$ cat config.mk
export PLATFORM = sky130hd
export DESIGN_NAME = fifo_rr_arbiter
export DESIGN_NICKNAME = d
export VERILOG_FILES = /design/src/rtl/fifo_rr_arbiter.sv
export SDC_FILE = /design/constraint.sdc
export NUM_CORES = 1
export LEC_CHECK = 0
export ABC_CLOCK_PERIOD_IN_PS = 2200
export CORE_UTILIZATION = 26
export CTS_BUF_LIST = sky130_fd_sc_hd__clkbuf_8
export CTS_CLUSTER_SIZE = 10
export DETAILED_ROUTE_END_ITERATION = 10
export DONT_BUFFER_PORTS = 1
export SYNTH_ARGS = -nofsm -noshare
export SYNTH_HDL_FRONTEND = slang
export SYNTH_SLANG_ARGS = --single-unit
$ cat constraint.sdc
create_clock -name clk -period 2.2 [get_ports clk]
set_clock_uncertainty 0.2 [all_clocks]
set_input_delay 0.66 -clock clk [delete_from_list [all_inputs] [get_ports clk]]
set_output_delay 0.66 -clock clk [all_outputs]
set_load 0.05 [all_outputs]
$ cat src/rtl/fifo_rr_arbiter.sv
// Round-robin arbiter that lets NUM_REQ requesters write bursts of up to BURST
// beats into one shared FIFO, one owner at a time.
module fifo_rr_arbiter #(
  parameter int NUM_REQ    = 4,
  parameter int DATA_WIDTH = 8,
  parameter int BURST      = 4
) (
  input  logic                          clk,
  input  logic                          rst_n,
  input  logic [NUM_REQ-1:0]            req,
  input  logic [NUM_REQ*DATA_WIDTH-1:0] req_data,
  output logic [NUM_REQ-1:0]            gnt,
  input  logic                          fifo_full,
  output logic                          fifo_w_en,
  output logic [DATA_WIDTH-1:0]         fifo_data,
  output logic                          busy
);

  localparam int OW = (NUM_REQ > 1) ? $clog2(NUM_REQ) : 1;
  localparam logic [7:0]    BURST_C  = 8'(BURST);
  localparam logic [OW-1:0] LAST_RST = OW'(NUM_REQ - 1);

  typedef enum logic {IDLE = 1'b0, SERVE = 1'b1} state_t;

  state_t              state_q, state_d;
  logic [NUM_REQ-1:0]  gnt_q, gnt_d;
  logic [OW-1:0]       owner_q, owner_d;
  logic [OW-1:0]       last_q, last_d;
  logic [7:0]          cnt_q, cnt_d;
  logic [OW-1:0]       cand_s;
  logic [OW-1:0]       sel_s;
  logic                sel_found_s;
  logic                owner_req_s;
  logic                w_en_s;
  logic                last_beat_s;

  // Round-robin search starting just after the previous owner.
  always_comb begin
    sel_found_s = 1'b0;
    sel_s       = '0;
    cand_s      = '0;
    for (int k = 1; k <= NUM_REQ; k++) begin
      cand_s = OW'((int'(last_q) + k) % NUM_REQ);
      if (!sel_found_s && req[cand_s]) begin
        sel_found_s = 1'b1;
        sel_s       = cand_s;
      end else begin
        sel_found_s = sel_found_s;
      end
    end
  end

  assign owner_req_s = req[owner_q];
  assign w_en_s      = rst_n & (state_q == SERVE) & owner_req_s & ~fifo_full;
  assign last_beat_s = ((cnt_q + 8'd1) == BURST_C);

  // Next-state logic for ownership, beat count and grant.
  always_comb begin
    state_d = state_q;
    gnt_d   = gnt_q;
    owner_d = owner_q;
    last_d  = last_q;
    cnt_d   = cnt_q;
    case (state_q)
      IDLE: begin
        if (sel_found_s) begin
          gnt_d   = NUM_REQ'(1) << sel_s;
          owner_d = sel_s;
          cnt_d   = 8'd0;
          state_d = SERVE;
        end else begin
          gnt_d   = '0;
        end
      end
      SERVE: begin
        if (!owner_req_s) begin
          gnt_d   = '0;
          last_d  = owner_q;
          state_d = IDLE;
        end else if (w_en_s) begin
          cnt_d = cnt_q + 8'd1;
          if (last_beat_s) begin
            gnt_d   = '0;
            last_d  = owner_q;
            state_d = IDLE;
          end else begin
            state_d = SERVE;
          end
        end else begin
          // FIFO full: hold everything until the beat can go through.
          cnt_d = cnt_q;
        end
      end
      default: begin
        gnt_d   = '0;
        state_d = IDLE;
      end
    endcase
  end

  // State registers with synchronous active-low reset.
  always_ff @(posedge clk) begin
    if (!rst_n) begin
      state_q <= IDLE;
      gnt_q   <= '0;
      owner_q <= '0;
      last_q  <= LAST_RST;
      cnt_q   <= 8'd0;
    end else begin
      state_q <= state_d;
      gnt_q   <= gnt_d;
      owner_q <= owner_d;
      last_q  <= last_d;
      cnt_q   <= cnt_d;
    end
  end

  assign gnt       = gnt_q;
  assign busy      = (state_q == SERVE);
  assign fifo_w_en = w_en_s;
  assign fifo_data = (state_q == SERVE) ?
                     req_data[int'(owner_q)*DATA_WIDTH +: DATA_WIDTH] : '0;

endmodule

# After elaboration in Yosys (flattened, before gate mapping)
# Index checks and enable logic that the tools add are counted.
# totals
ff_bits,17
inputBits,39
wordCells,76
# classes
add_sub_neg,5
n_lt_le_gt_ge,5
eq_ne,8
shift,2
n_mux,36
bitwise_logic,5
reduce_logical,10
# op_table
cell,n
$mux W8,4
$shiftx A32 B6 Y8,1
$mux W4,4
$pmux W8 S2,1
$lt A2 B3 Y1 const B,5
$mux W2,7
$mux W1,13
$bmux W1 S2,5
$add A8 B1 Y8 const B,1
$eq A8 B3 Y1 const B,1
$pmux W4 S2,1
$ne A2 B2 Y1 const B,3
$reduce_and A3 Y1,2
$add A2 B1 Y2 const B,2
$add A2 B2 Y2 const B,2
$ne A2 B1 Y1 const B,2
$reduce_and A2 Y1,2
$shl A1 B2 Y4 const A,1
$and A1 B1 Y1,3
$logic_and A1 B1 Y1,3
$logic_not A1 Y1,3
$ne A3 B2 Y1 const B,1
$ne A3 B3 Y1 const B,1
$not A1 Y1,2
$pmux W1 S2,1

# Longest topological paths before layout
# depth
word_depth,16
ltp_mapped,6
depth_no_buf,5

# Worst setup path before layout
# Ideal clock, no wire load.
# synth_timing
path_type,register to output
from,"register state_q, in the netlist busy"
to,output port fifo_w_en
arrival_ps,1543
required_ps,1340
path_slack_ps,-203
path_stages_with_launch,4
n_path_buf,1
path_cell_list,dfxtp_1 nand2_1 o32ai_4 buf_6
# synth_via
elab_chain_len,3
# synth_rtl
item,line,rtl
start: declaration,25,"state_t state_q, state_d;"
start signal: assignment,110,state_q <= state_d;
$and A1 B1 Y1 (3 in series),54,assign w_en_s = rst_n & (state_q == SERVE) & owner_req_s & ~fifo_full;
end: declaration,14,"output logic fifo_w_en,"
# Every way passes these cells.

# Final worst setup path
# layout_timing
from,register owner_q[0]
to,output port fifo_data[2]
# layout_via
elab_chain_len,2
# layout_rtl
item,line,rtl
start: declaration,27,"logic [OW-1:0] owner_q, owner_d;"
start signal: assignment,112,owner_q <= owner_d;
$shiftx A32 B6 Y8,122,req_data[int'(owner_q)*DATA_WIDTH +: DATA_WIDTH] : '0;
$mux W8,121,assign fifo_data = (state_q == SERVE) ?
end: declaration,15,"output logic [DATA_WIDTH-1:0] fifo_data,"
# Every way passes these cells.

==> impl_metrics.toml <==
[synthesis]
yosysTopAreaCellShare_pct = 28.5
synth_warnings = 0
synth-edff-count = 0
netlist_area_mm2 = 0.00120
ys_ff_latch = 17
synth_seq_area_share_pct = 28.5
netlist_instances = 118
synth_top_cell_by_area = "dfxtp_1"
synthFlopType = "dfxtp_1"
syn_nets = 158
async_reset_ff_share_pct = 0
synth_top_cells_by_area = "dfxtp_1 28%, mux4_2 15%, and2_1 4.7%"
syn_area_per_cell_um2 = 10.1
synth_cell_types = 43

[status]
outcome = "complete, but fails checks"
failed_checks = "setup timing"

[worst_setup_path]
required_ns = 1.34
rrSetupSlack_ns = 0.11
start_kind = "flop"
cp_max_fo = 9
rr_startpoint = "owner_q[0]"
crit_start = "owner_q[0]"
criticalPathCategory = "flop to output port"
critPathCaptureType = "output port"
crit_arrival_ns = 1.47

[sta]
min_period_ns = 2.33
worst_pin_slew_ns = 0.550
slew_violations = 0
setup_viol = 9
whs_ns = 0.330
slew_headroom_pct = 62.8
fmax_mhz = 429
finalCritPeriodShare_pct = 106
hold_viol = 0
final.setup.worst_slack_ns = -0.131
rsz0062_at_grt = "true"
fin_tns_setup_ns = -1.08

[clock_tree]
cts_sinks = 17
htree_num_levels = 1
cts_tree = "yes"
cts_root_buf = "clkbuf_8"
cts.clk_slew.worst_paths_ns = 0.07
cts-buffers-inserted = 3
clk_path_buf_depth = 2
postCtsHoldBufs = 0
clkLatencyLatePin_ns = 0.26

[pwr]
p_comb_share_pct = 40.3
power.internal_uw = 655
seqPwrFrac_pct = 36.5
p_sw_uw = 389
total_power_mw = 1.04
vdd_drop_max_uv = 464
swShare_pct = 37.3
pwr-share-clk_pct = 23.2
p_per_area_mw_per_mm2 = 708
p_leak_nw = 0.565

[floorplan]
start_util_pct = 27.3
die_area_mm2 = 0.00488
core_mm2 = 0.00438
core.rowCount = 24
ios = 53
chipWidth_um = 69.8
dieHeight_um = 69.8

[drt]
ant_nets = 0
post-route-drc-count = 0
firstDrtPassIters = 5
vias = 1029
routed_wl_um = 2960
via_per_inst = 5.62
detail_route.wl_per_cell_um = 16.2
drt-initial-drc-count = 51

[job]
cap_violations = 0

[placed_design]
gp_congestion = 0.758
dp_cells = 175
dpl_cell_area_mm2 = 0.00136
dpl.hpwl_um = 2280
pre_cts_ws_ns = -0.000546
io_buffers = 0

[final_layout]
stdcell_area_mm2 = 0.00148
area.growth.synth_to_final_pct = 23.3
instances_no_fill = 183
nFillCells = 437
register_area_um2 = 343
nNetsFinal = 172
post-route-util_pct = 33.6
multi_input_area_um2 = 860
layout-drive-gt1-share_pct = 32.8
antenna_cells = 0

[global_route]
grt_antenna_before_repair = 0
grt_max_degree = 16
first_global_vias = 1040
grt_pass1_wl_um = 4770
grtUsageTotal_pct = 12.0
overflow = 0

[min_path]
hold_class = "input pin to flop"
worstHoldStart = "rst_n"
==> critical path, stage by stage, from the launching register on <==
cell,delay [ns]
dfxtp_2,0.35
buf_12,0.14
mux4_2,0.49
and2_4,0.23
==> flip-flops by register name, indices dropped and copies added (netlist names) <==
signal   cells
owner_q      2
last_q       2
gnt          4
busy         1
cnt_q        8
==> cells by family (layout without fill, tap and decap cells) <==
family / after synthesis / after routing / synth area share (%)
simple gates: 55 / 55 / 29.5
compound gates: 26 / 26 / 19.0
flops: 17 / 17 / 28.5
mux: 13 / 13 / 19.4
buf+inv: 6 / 19 / 2.61
fa+ha+maj: 1 / 1 / 1.05
==> per-layer routing <==
layer / vias up / GRT usage, % / routed length, um
li1: 482 / - / -
met1: 481 / 13.1 / 1160
met2: 55 / 21.4 / 1470
met3: 11 / 4.22 / 272
met4: 0 / 4.00 / 54
met5: - / 0 / 0
==> power groups by stage <==
| stage | registers (mW) | logic, mW | clock network [mW] |
|---|---|---|---|
| floorplan | 0.395 | 0.310 | 0 |
| global placement | 0.386 | 0.392 | 0 |
| finish | 0.381 | 0.421 | 0.242 |
| CTS | 0.381 | 0.412 | 0.253 |
| global route | 0.385 | 0.446 | 0.265 |
| detailed placement | 0.388 | 0.400 | 0 |
==> cell type report <==
cell class / instances / share of cell area, %
Inverter: 1 / 0.254
Tap cell: 52 / 4.41
Multi-Input combinational cell: 95 / 58.3
Clock buffer: 3 / 2.80
Clock inverter: 1 / 0.509
Timing Repair Buffer: 14 / 10.5
Sequential cell: 17 / 23.2
==> worst paths after layout <==
check	endpoint	cells after the start
setup / recovery	fifo_data[2]	3
hold / removal	owner_q[0]	2
setup reg to reg	cnt_q[1]	8
hold reg to reg	cnt_q[7]	1
==> synth_stat cells (2+ instances only) <==
cell type / number
and2_1: 9
mux4_2: 8
o21ai_1: 2
nor2_1: 6
a32o_1: 4
a21boi_1: 2
a211o_1: 2
nand3_1: 3
a21oi_1: 2
clkbuf_1: 3
mux2i_1: 4
nand3b_1: 2
nand2b_1: 3
nor3b_2: 2
a221o_1: 3
nand2_1: 4
o21ai_0: 3
dfxtp_1: 17
or2_1: 2
and3_1: 6
nor2b_1: 9
==> repair_timing <==
action,in CTS,in global routing
gates cloned,1,0
endpoints found under the setup margin,9,10
resized for setup,2,1
pin swaps,1,1
setup buffers,1,2
==> cells in the final DEF, fill, tap and decap left out, types with 3 or more instances in the layout <==
cell type / count
a221o_1: 3
a32o_1: 4
and2_4: 8
and3_1: 6
buf_4: 11
clkbuf_8: 3
dfxtp_1: 15
mux2i_1: 3
mux4_2: 8
nand2_1: 4
nand2b_1: 3
nand3_1: 3
nor2_1: 6
nor2b_1: 9
o21ai_0: 3
(Power assumes the default switching activity.)
==> variant (same settings) <==
Set the parameter `DATA_WIDTH` to 7 (it was 8).
--- a/src/rtl/fifo_rr_arbiter.sv
+++ b/src/rtl/fifo_rr_arbiter.sv
@@ -2,7 +2,7 @@
 // beats into one shared FIFO, one owner at a time.
 module fifo_rr_arbiter #(
   parameter int NUM_REQ    = 4,
-  parameter int DATA_WIDTH = 8,
+  parameter int DATA_WIDTH = 7,
   parameter int BURST      = 4
 ) (
   input  logic                          clk,
Ports: changed (resized fifo_data and req_data); port bits go from 53 to 48. The function was not compared with the original's and may differ.
==> variant against the unedited design <==
The flow still finishes with violations (negative setup slack); worst setup slack better by 3.5 ps; power down 2.7%; synthesized area down 7.6%; sequential cell count unchanged; worst hold slack worse by 17 ps; wire length up 7.3%; sequential share of layout area up 2.3 points; synthesized cell count unchanged; first-iteration DRC count down 41%; critical path type unchanged; cell count down 0.55%; combinational power down 7.4%; final area down 7.6%.
==> variant: results <==
{
  "status": "finished, violations left",
  "violations": "negative setup slack",
  "rr_endpoint": "cnt_q[2]",
  "setup_slack_ps": -127,
  "p_total_w": 0.00102,
  "hp-class": "reg2reg",
  "max-slew-margin-rel": 0.652,
  "gp_congestion": 0.799,
  "yosys-top-cells-count": "dfxtp_1 (17), a21oi_1 (11), and2_1 (8), mux4_2 (8), nand2_1 (8)",
  "vias_per_cell": 5.66,
  "p_leak_nw": 0.506,
  "track_usage": 0.152,
  "ff2ff_path_depth": 7,
  "nFillCells": 428,
  "pre_cts_ws_ps": -91.2,
  "syn_nets": 154,
  "reg2reg_slack_ps": 170,
  "dpl_cell_area_um2": 1260,
  "cp-endpoint": "fifo_data[4]",
  "min_from": "cnt_q[5]",
  "startpoint_type": "flop",
  "grt_pass1_wl_um": 5180,
  "post_synth_num_cell_types": 37,
  "seq_area_frac_synth": 0.308,
  "grt_pass1_vias": 1045,
  "wire_per_inst_um": 17.5,
  "synth_fa_ha_area_frac": 0.0113,
  "p_comb_frac": 0.384,
  "p_sw_w": 0.000380,
  "setup-violations-final": 8,
  "muxShareOfSynthArea": 0.217,
  "layout-drive-gt1-share": 0.288,
  "seq_power_share": 0.383,
  "peakVddDrop_v": 0.000335,
  "path_delay_family": "multiplexers",
  "synth.area.top_cells": "dfxtp_1 (31%), mux4_2 (16%), mux2i_1 (5.4%), a21oi_1 (5.0%), and2_1 (4.5%)",
  "nets": 169,
  "cp.arrival_ps": 1470,
  "tns_ps": -881,
  "first_iter_violations": 30,
  "grt_max_degree": 11,
  "portBuffers": 0,
  "hpwlAfterDp_um": 2560,
  "hold_ws_ps": 313,
  "path_max_fanout": 3,
  "synth_compound_area_frac": 0.191
}
[variant: metrics by stage]
stage          cells   util
4_1_cts          182  0.338
3_5_place_dp     175  0.312
6_report         182  0.338
3_3_place_gp     175  0.312
2_1_floorplan    118      -
5_1_grt          182  0.338
[variant: cell type report]
type | instances | area (um^2) | share of cell area
Tap cell | 50 | 62.6 | 0.0459
Clock inverter | 1 | 5.00 | 0.00367
Inverter | 7 | 33.8 | 0.0248
Sequential cell | 17 | 348 | 0.255
Timing Repair Buffer | 13 | 121 | 0.0891
Clock buffer | 3 | 41.3 | 0.0303
Multi-Input combinational cell | 91 | 751 | 0.551
[variant: what timing repair did]
action	4_1_cts	5_1_grt
setup endpoints to repair	8	8
pin swaps	1	1
setup buffers	3	0
gates resized for setup	10	0
[variant: layer usage]
layer  vias to the layer above  share of wire  global-route usage  wire length (um)
met2                        49           0.50               0.265              1580
met5                         -              0                   0                 0
met3                         4          0.082              0.0389               259
li1                        477              -                   -                 -
met1                       501           0.41               0.184              1300
met4                         0          0.011              0.0399                35
